## src/rtl/gcd_result_queue.sv

```systemverilog
// Result-side queue for the GCD core: captures one-cycle result pulses into a FIFO,
// tags each with a sequence number and gates operand issue on guaranteed queue space.
module gcd_result_queue #(
  parameter int unsigned DEPTH = 4,
  parameter int unsigned WIDTH = 16,
  parameter int unsigned TAGW  = 8
) (
  input  logic                    clk,
  input  logic                    reset,
  input  logic                    io_issue_fire,
  output logic                    io_issue_ok,
  input  logic                    io_res_valid,
  input  logic [WIDTH-1:0]        io_res_data,
  output logic                    io_out_valid,
  input  logic                    io_out_ready,
  output logic [WIDTH-1:0]        io_out_data,
  output logic [TAGW-1:0]         io_out_tag,
  output logic [$clog2(DEPTH):0]  io_count,
  output logic                    io_overflow
);

  localparam int unsigned PtrW = $clog2(DEPTH);
  localparam int unsigned CntW = PtrW + 1;
  localparam logic [CntW-1:0] DepthCnt = CntW'(DEPTH);

  logic [WIDTH-1:0] data_q [DEPTH];
  logic [TAGW-1:0]  tag_q  [DEPTH];
  logic [PtrW-1:0]  wr_ptr_q, rd_ptr_q;
  logic [CntW-1:0]  count_q, count_d;
  logic [TAGW-1:0]  seq_q;
  logic             busy_q, busy_d;
  logic             overflow_q;
  logic             push, pop;

  always_comb begin
    pop  = io_out_valid & io_out_ready;
    // A pop frees the head slot in the same edge, so a full queue can still accept.
    push = io_res_valid & ((count_q < DepthCnt) | pop);

    count_d = count_q;
    if (push && !pop) begin
      count_d = count_q + CntW'(1);
    end else if (pop && !push) begin
      count_d = count_q - CntW'(1);
    end

    // A new issue in the same cycle as a result means a fresh op is in flight.
    busy_d = busy_q;
    if (io_issue_fire) begin
      busy_d = 1'b1;
    end else if (io_res_valid) begin
      busy_d = 1'b0;
    end
  end

  always_ff @(posedge clk or negedge reset) begin
    if (!reset) begin
      data_q     <= '{default: '0};
      tag_q      <= '{default: '0};
      wr_ptr_q   <= '0;
      rd_ptr_q   <= '0;
      count_q    <= '0;
      seq_q      <= '0;
      busy_q     <= 1'b0;
      overflow_q <= 1'b0;
    end else begin
      if (push) begin
        data_q[wr_ptr_q] <= io_res_data;
        tag_q[wr_ptr_q]  <= seq_q;
        wr_ptr_q         <= wr_ptr_q + PtrW'(1);
      end
      if (pop) begin
        rd_ptr_q <= rd_ptr_q + PtrW'(1);
      end
      if (io_res_valid) begin
        seq_q <= seq_q + TAGW'(1);
      end
      if (io_res_valid && !push) begin
        overflow_q <= 1'b1;
      end
      count_q <= count_d;
      busy_q  <= busy_d;
    end
  end

  always_comb begin
    io_out_valid = (count_q != '0);
    io_out_data  = data_q[rd_ptr_q];
    io_out_tag   = tag_q[rd_ptr_q];
    io_count     = count_q;
    io_overflow  = overflow_q;
    io_issue_ok  = (count_q + CntW'(busy_q)) < DepthCnt;
  end

endmodule
```

## config.mk

```make
export PLATFORM = sky130hd
export DESIGN_NAME = gcd_result_queue
export DESIGN_NICKNAME = d
export VERILOG_FILES = /design/src/rtl/gcd_result_queue.sv
export SDC_FILE = /design/constraint.sdc
export NUM_CORES = 1
export LEC_CHECK = 0
export ABC_AREA = 1
export CORE_UTILIZATION = 23
export DETAILED_ROUTE_END_ITERATION = 10
export SLEW_MARGIN = 20
export SYNTH_ARGS = -nofsm -noshare
export SYNTH_HDL_FRONTEND = slang
export SYNTH_SLANG_ARGS = --single-unit
```

## constraint.sdc

```tcl
create_clock -name clk -period 3.5 [get_ports clk]
set_input_delay 0.35 -clock clk [delete_from_list [all_inputs] [get_ports clk]]
set_output_delay 0.35 -clock clk [all_outputs]
set_load 0.05 [all_outputs]
```

=== After elaboration in Yosys (flattened, before gate mapping) ===
Index checks and enable logic that the tools add are counted.

* Bits in registers: 113
* Input bits: 21
* Output and inout port bits: 30
* Word-level logic and storage cells: 55

* Add/subtract/negate cells: 6
* Magnitude comparators: 5
* Multiplexer cells: 16
* Bitwise gates (word level): 5
* Reduce and logical (&&, ||, !) cells: 9

{| class="wikitable"
|+ Operator list
! kind !! number
|-
| 64-bit bitwise mux || 1
|-
| 16-bit 2-to-1 mux || 3
|-
| 16-bit binary-select mux with 2-bit select || 1
|-
| 32-bit bitwise mux || 1
|-
| 16-bit demux with 2-bit select || 1
|-
| 8-bit 2-to-1 mux || 3
|-
| 8-bit binary-select mux with 2-bit select || 1
|-
| 8-bit demux with 2-bit select || 1
|-
| 8-bit by 1-bit adder with 8-bit output, second input constant || 1
|-
| 3-bit greater-or-equal comparator, second input constant || 2
|-
| 3-bit less-than comparator, second input constant || 2
|-
| 3-bit 2-to-1 mux || 2
|-
| 2-bit NOT with 3-bit output || 2
|-
| 2-bit by 1-bit adder with 2-bit output, second input constant || 2
|-
| 1-bit logical AND || 4
|-
| 2-bit nonzero test || 2
|-
| 3-bit by 1-bit adder with 3-bit output || 1
|-
| 3-bit by 1-bit adder with 3-bit output, second input constant || 1
|-
| 3-bit by 1-bit less-than comparator with 1-bit output, second input constant || 1
|-
| 3-bit nonzero test || 1
|-
| 3-bit by 1-bit subtractor with 3-bit output, second input constant || 1
|-
| 1-bit bitwise AND || 2
|-
| 1-bit zero test || 2
|-
| 1-bit 2-to-1 mux || 2
|-
| 1-bit bitwise OR || 1
|}

=== Logic depth before layout (Yosys ltp) ===
* Word-level depth: 8
* Gate-level depth with buffers: 13
* Gate-level depth less buffers: 12

=== Worst setup path before layout ===
Ideal clock, no wire load.

* Kind: reg2reg
* Start: register count_q[2] (netlist: io_count[2])
* End: register count_q[1] (netlist: io_count[1])
* Library setup time: 118 ps
* Data arrival time: 2,198 ps
* Required time: 3,382 ps
* Setup slack: 1,184 ps
* Cell stages (with the launch flop): 9
* Buffers on the path: 0
* Period minus slack after synthesis: 2,316 ps
* Cell sequence: dfrtp_1 > inv_1 > nand2_1 > nand2_1 > ha_1 > inv_1 > fa_1 > nand2_1 > nand2_1

* Elaborated cells on any way between the ends: 11
* Classes of those cells: order compare (1); mux (1); bitwise (3); reduce/logical (6)

{| class="wikitable"
|+ RTL lines
! element !! RTL line !! source
|-
| start, declared || 29 || <nowiki>logic [CntW-1:0] count_q, count_d;</nowiki>
|-
| start signal, assigned || 81 || <nowiki>count_q <= count_d;</nowiki>
|-
| 3-bit nonzero test (*) || 87 || <nowiki>io_out_valid = (count_q != '0);</nowiki>
|-
| net io_out_valid || 14 || <nowiki>output logic io_out_valid,</nowiki>
|-
| 1-bit bitwise AND (*) || 36 || <nowiki>pop = io_out_valid & io_out_ready;</nowiki>
|-
| 1-bit bitwise OR || 38 || <nowiki>push = io_res_valid & ((count_q < DepthCnt) | pop);</nowiki>
|-
| 1-bit bitwise AND || 38 ||
|-
| 1-bit logical AND (*) || 41 || <nowiki>if (push && !pop) begin</nowiki>
|-
| 3-bit 2-to-1 mux (*) || 41 ||
|-
| net count_d[1] || 29 ||
|}

The timed path passes the listed nets; every way through them passes the cells marked *.
A chain may end at the register's enable or synchronous reset.

=== Worst setup path after layout ===
* Start: register rd_ptr_q[0]
* End: output io_out_tag[6]

* Word-level cells in the longest chain between the ends: 4

{| class="wikitable"
|+ RTL lines
! element !! RTL line !! source
|-
| start, declared || 28 || <nowiki>logic [PtrW-1:0] wr_ptr_q, rd_ptr_q;</nowiki>
|-
| start signal, assigned || 73 || <nowiki>rd_ptr_q <= rd_ptr_q + PtrW'(1);</nowiki>
|-
| 2-bit NOT with 3-bit output (implied by the code) || 89 || <nowiki>io_out_tag = tag_q[rd_ptr_q];</nowiki>
|-
| 8-bit binary-select mux with 2-bit select || 89 ||
|-
| 8-bit 2-to-1 mux (implied by the code) (2 in series) || 89 ||
|-
| end, declared || 17 || <nowiki>output logic [TAGW-1:0] io_out_tag,</nowiki>
|}

No other way between the ends. The select of a mux whose other input is x is not followed.

==> reports/qor.yml <==
clock_tree:
  htree_levels: 4
  cts_tree: "done"
  ctsResizeCount: 0
  root_buffer: "clkbuf_16"
  clk_latency_ns: 0.40
  cts_buffers: 17
  post_cts_buffers: 0
  clock_sinks: 113
  cts.clk_slew.worst_paths_ns: 0.05
  hold_buffers: 0
  clk_path_buf_depth: 2
power_and_ir_drop:
  swShare_pct: 47.1
  power_frac_comb_pct: 48.4
  ir_drop_mv: 0.722
  seqPwrFrac_pct: 29.1
  p_int_w: 0.00416
  power_w: 0.00786
  pwr-share-clk_pct: 22.5
  power_density_nw_per_um2: 1120
  leakage_nw: 3.54
  switchingPower_w: 0.00370
floorplan:
  fp.dieH_um: 161
  rows: 57
  core_area_um2: 24500
  pin_count: 51
  start_util_pct: 23.6
  die_area_um2: 25800
  die_x_um: 161
grt:
  antenna_found_initial: 0
  grt_pass1_vias: 4807
  grt_start_max_net_pins: 70
  gr-total-overflow: 0
  grt_pass1_wl_um: 26900
  grtUsageTotal_pct: 13.2
worst_setup_path:
  r2r_slack_ns: 1.39
  cp.arrival_ns: 2.11
  critical_path_peak_fanout: 48
  start_kind: "flop"
  critPathCaptureType: "output port"
  worstPathRequired_ns: 3.15
  worstSetupPathType: "reg2out"
timing:
  max_slew_margin_pct: 50.2
  slew_violations: 0
  rsz0062_at_grt: "false"
  finalHoldViolCount: 0
  setup_viol: 0
  setup_ws_ns: 1.04
  hold_ws_ns: 0.0226
  tightest_slew_ns: 0.747
  finalClockSkew_ns: 0.00839
  fin_tns_setup_ns: 0
  fmaxAchievable_ghz: 0.406
  layout_min_cycle_time_ns: 2.46
  post-route-period-util_pct: 70.3
detailed_routing:
  drtIter0Drc: 442
  vias: 4975
  drt_wl_total_um: 16500
  drtPass1Iterations: 5
  routed_via_density: 4.62
  wl_per_cell_um: 15.3
  drc: 0
  antenna_left: 0
run_status:
  status: "finished, final reports clean"
final_layout:
  nFillCells: 2652
  insertedDiodeCount: 0
  multi_input_area_um2: 2440
  seq_area_um2: 2830
  drive_gt1_share_pct: 9.97
  syn_to_final_growth_pct: 20.6
  nets: 769
logic_synthesis:
  syn_inst: 722
  ys_seq_area_share_pct: 48.8
  syn-num-nets: 750
  yosysTopAreaCellShare_pct: 48.8
  yosysUniqueCellTypes: 26
  ys_async_sr_fraction_pct: 100
  syn_area_per_cell_um2: 8.03
  synth_commonest_cells: "279 x nand2_1, 113 x dfrtp_1, 98 x nand4_1, 52 x nor2_1, 39 x inv_1"
  ys_warn_count: 0
  yosysMostFrequentCell: "nand2_1"
  synth_edf_count: 0
  synth_area_leaders: "dfrtp_1 49%, nand2_1 18%, nand4_1 11%, nor2_1 3.4%, o211ai_1 3.1%"
  synth_seq_cells: 113
  synthFlopType: "dfrtp_1"
  syn-cell-area_um2: 5790
  yosysTopAreaCell: "dfrtp_1"
placement:
  gp_congestion: 0.739
  place_hpwl_um: 9780
  pre_cts_ws_ns: 0.949
  io_buffers: 50
run:
  drv_cap: 0
hold_path:
  hold_path_class: "in2async"
-- kinds of logic after synthesis --
logic type      synth area share (%)
buf+inv                         9.03
simple gates                    34.2
flops                           48.8
xor+xnor                       0.907
compound gates                  5.44
fa+ha+maj                       1.64
-- layer usage --
metal	routed length [µm]	GRT usage, %	vias up
li1	-	-	2420
met1	7620	17.7	2419
met2	8040	21.4	116
met3	532	1.99	20
met4	312	4.63	0
met5	0	0	-
-- critical path, stage by stage, from the launching register on --
cell and delay, ns:
dfrtp_1 0.38, inv_2 0.39, buf_12 0.30, nor2_1 0.07, nor2_1 0.08, o21ai_0 0.14, nand2_1 0.11, buf_4 0.20
-- cell usage in the layout, fill, tap and decap left out --
| cell | n |
|---|---|
| xnor2_1 | 1 |
| o21bai_1 | 1 |
| clkbuf_8 | 8 |
| o21ai_1 | 11 |
| clkdlybuf4s50_1 | 24 |
| clkbuf_1 | 1 |
| nor2_2 | 1 |
| nand3_1 | 6 |
| nand2_1 | 279 |
| ha_1 | 6 |
| nand3_2 | 1 |
| bufinv_16 | 2 |
| clkinv_2 | 2 |
| nand3_4 | 3 |
| buf_4 | 36 |
| o21ai_0 | 13 |
| inv_2 | 2 |
| nand3b_1 | 2 |
| nand2_4 | 1 |
| xor2_1 | 5 |
| inv_1 | 39 |
| a21o_1 | 1 |
| o211ai_1 | 24 |
| dfrtp_1 | 113 |
| fa_1 | 1 |
| nand4_1 | 98 |
| buf_12 | 2 |
| clkbuf_16 | 17 |
| nor2_1 | 52 |
-- sequential cells by signal (all words and copies together), names as in the netlist --
signal and flops:
io_count 3, io_overflow 1, rd_ptr_q 2, data_q 64
busy_q 1, wr_ptr_q 2, seq_q 8, tag_q 32
-- power by group through the flow --
stage          Combinational (W)  Sequential (W)  Clock, W
2_1_floorplan            0.00278         0.00221         0
3_3_place_gp             0.00380         0.00228         0
3_5_place_dp             0.00384         0.00230         0
4_1_cts                  0.00385         0.00228   0.00179
5_1_grt                  0.00416         0.00235   0.00185
6_report                 0.00380         0.00229   0.00177
-- metrics by stage --
stage / util [%] / instance area [µm²] / instances
6_report: 28.5 / 6990 / 1076
3_3_place_gp: 26.0 / 6380 / 1046
3_5_place_dp: 26.0 / 6380 / 1046
5_1_grt: 28.5 / 6990 / 1076
4_1_cts: 28.5 / 6990 / 1076
2_1_floorplan: - / 5790 / 722
-- cell type report --
| type | count | area share [%] |
|---|---|---|
| clock buffers | 26 | 7.71 |
| clock inverters | 4 | 1.00 |
| inverters | 41 | 2.20 |
| multi-input cells | 506 | 35.0 |
| flip-flops and latches | 113 | 40.5 |
| well taps | 324 | 5.80 |
| repair buffers | 62 | 7.88 |
-- worst paths after layout --
path | start | end | depth (start not counted)
min in group clk | io_res_valid | tag_q[13]$_DFFE_PN0P_ | 3
min | reset | data_q[19]$_DFFE_PN0P_ | 1
max | rd_ptr_q[0]$_DFFE_PN0P_ | io_out_tag[6] | 7
max in group asynchronous | reset | seq_q[6]$_DFFE_PN0P_ | 2
min reg2reg | tag_q[31]$_DFFE_PN0P_ | tag_q[31]$_DFFE_PN0P_ | 2
max reg2reg | io_count[2]$_DFFE_PN0P_ | io_count[2]$_DFFE_PN0P_ | 11
No activity file was read; power rests on OpenSTA's default activity.
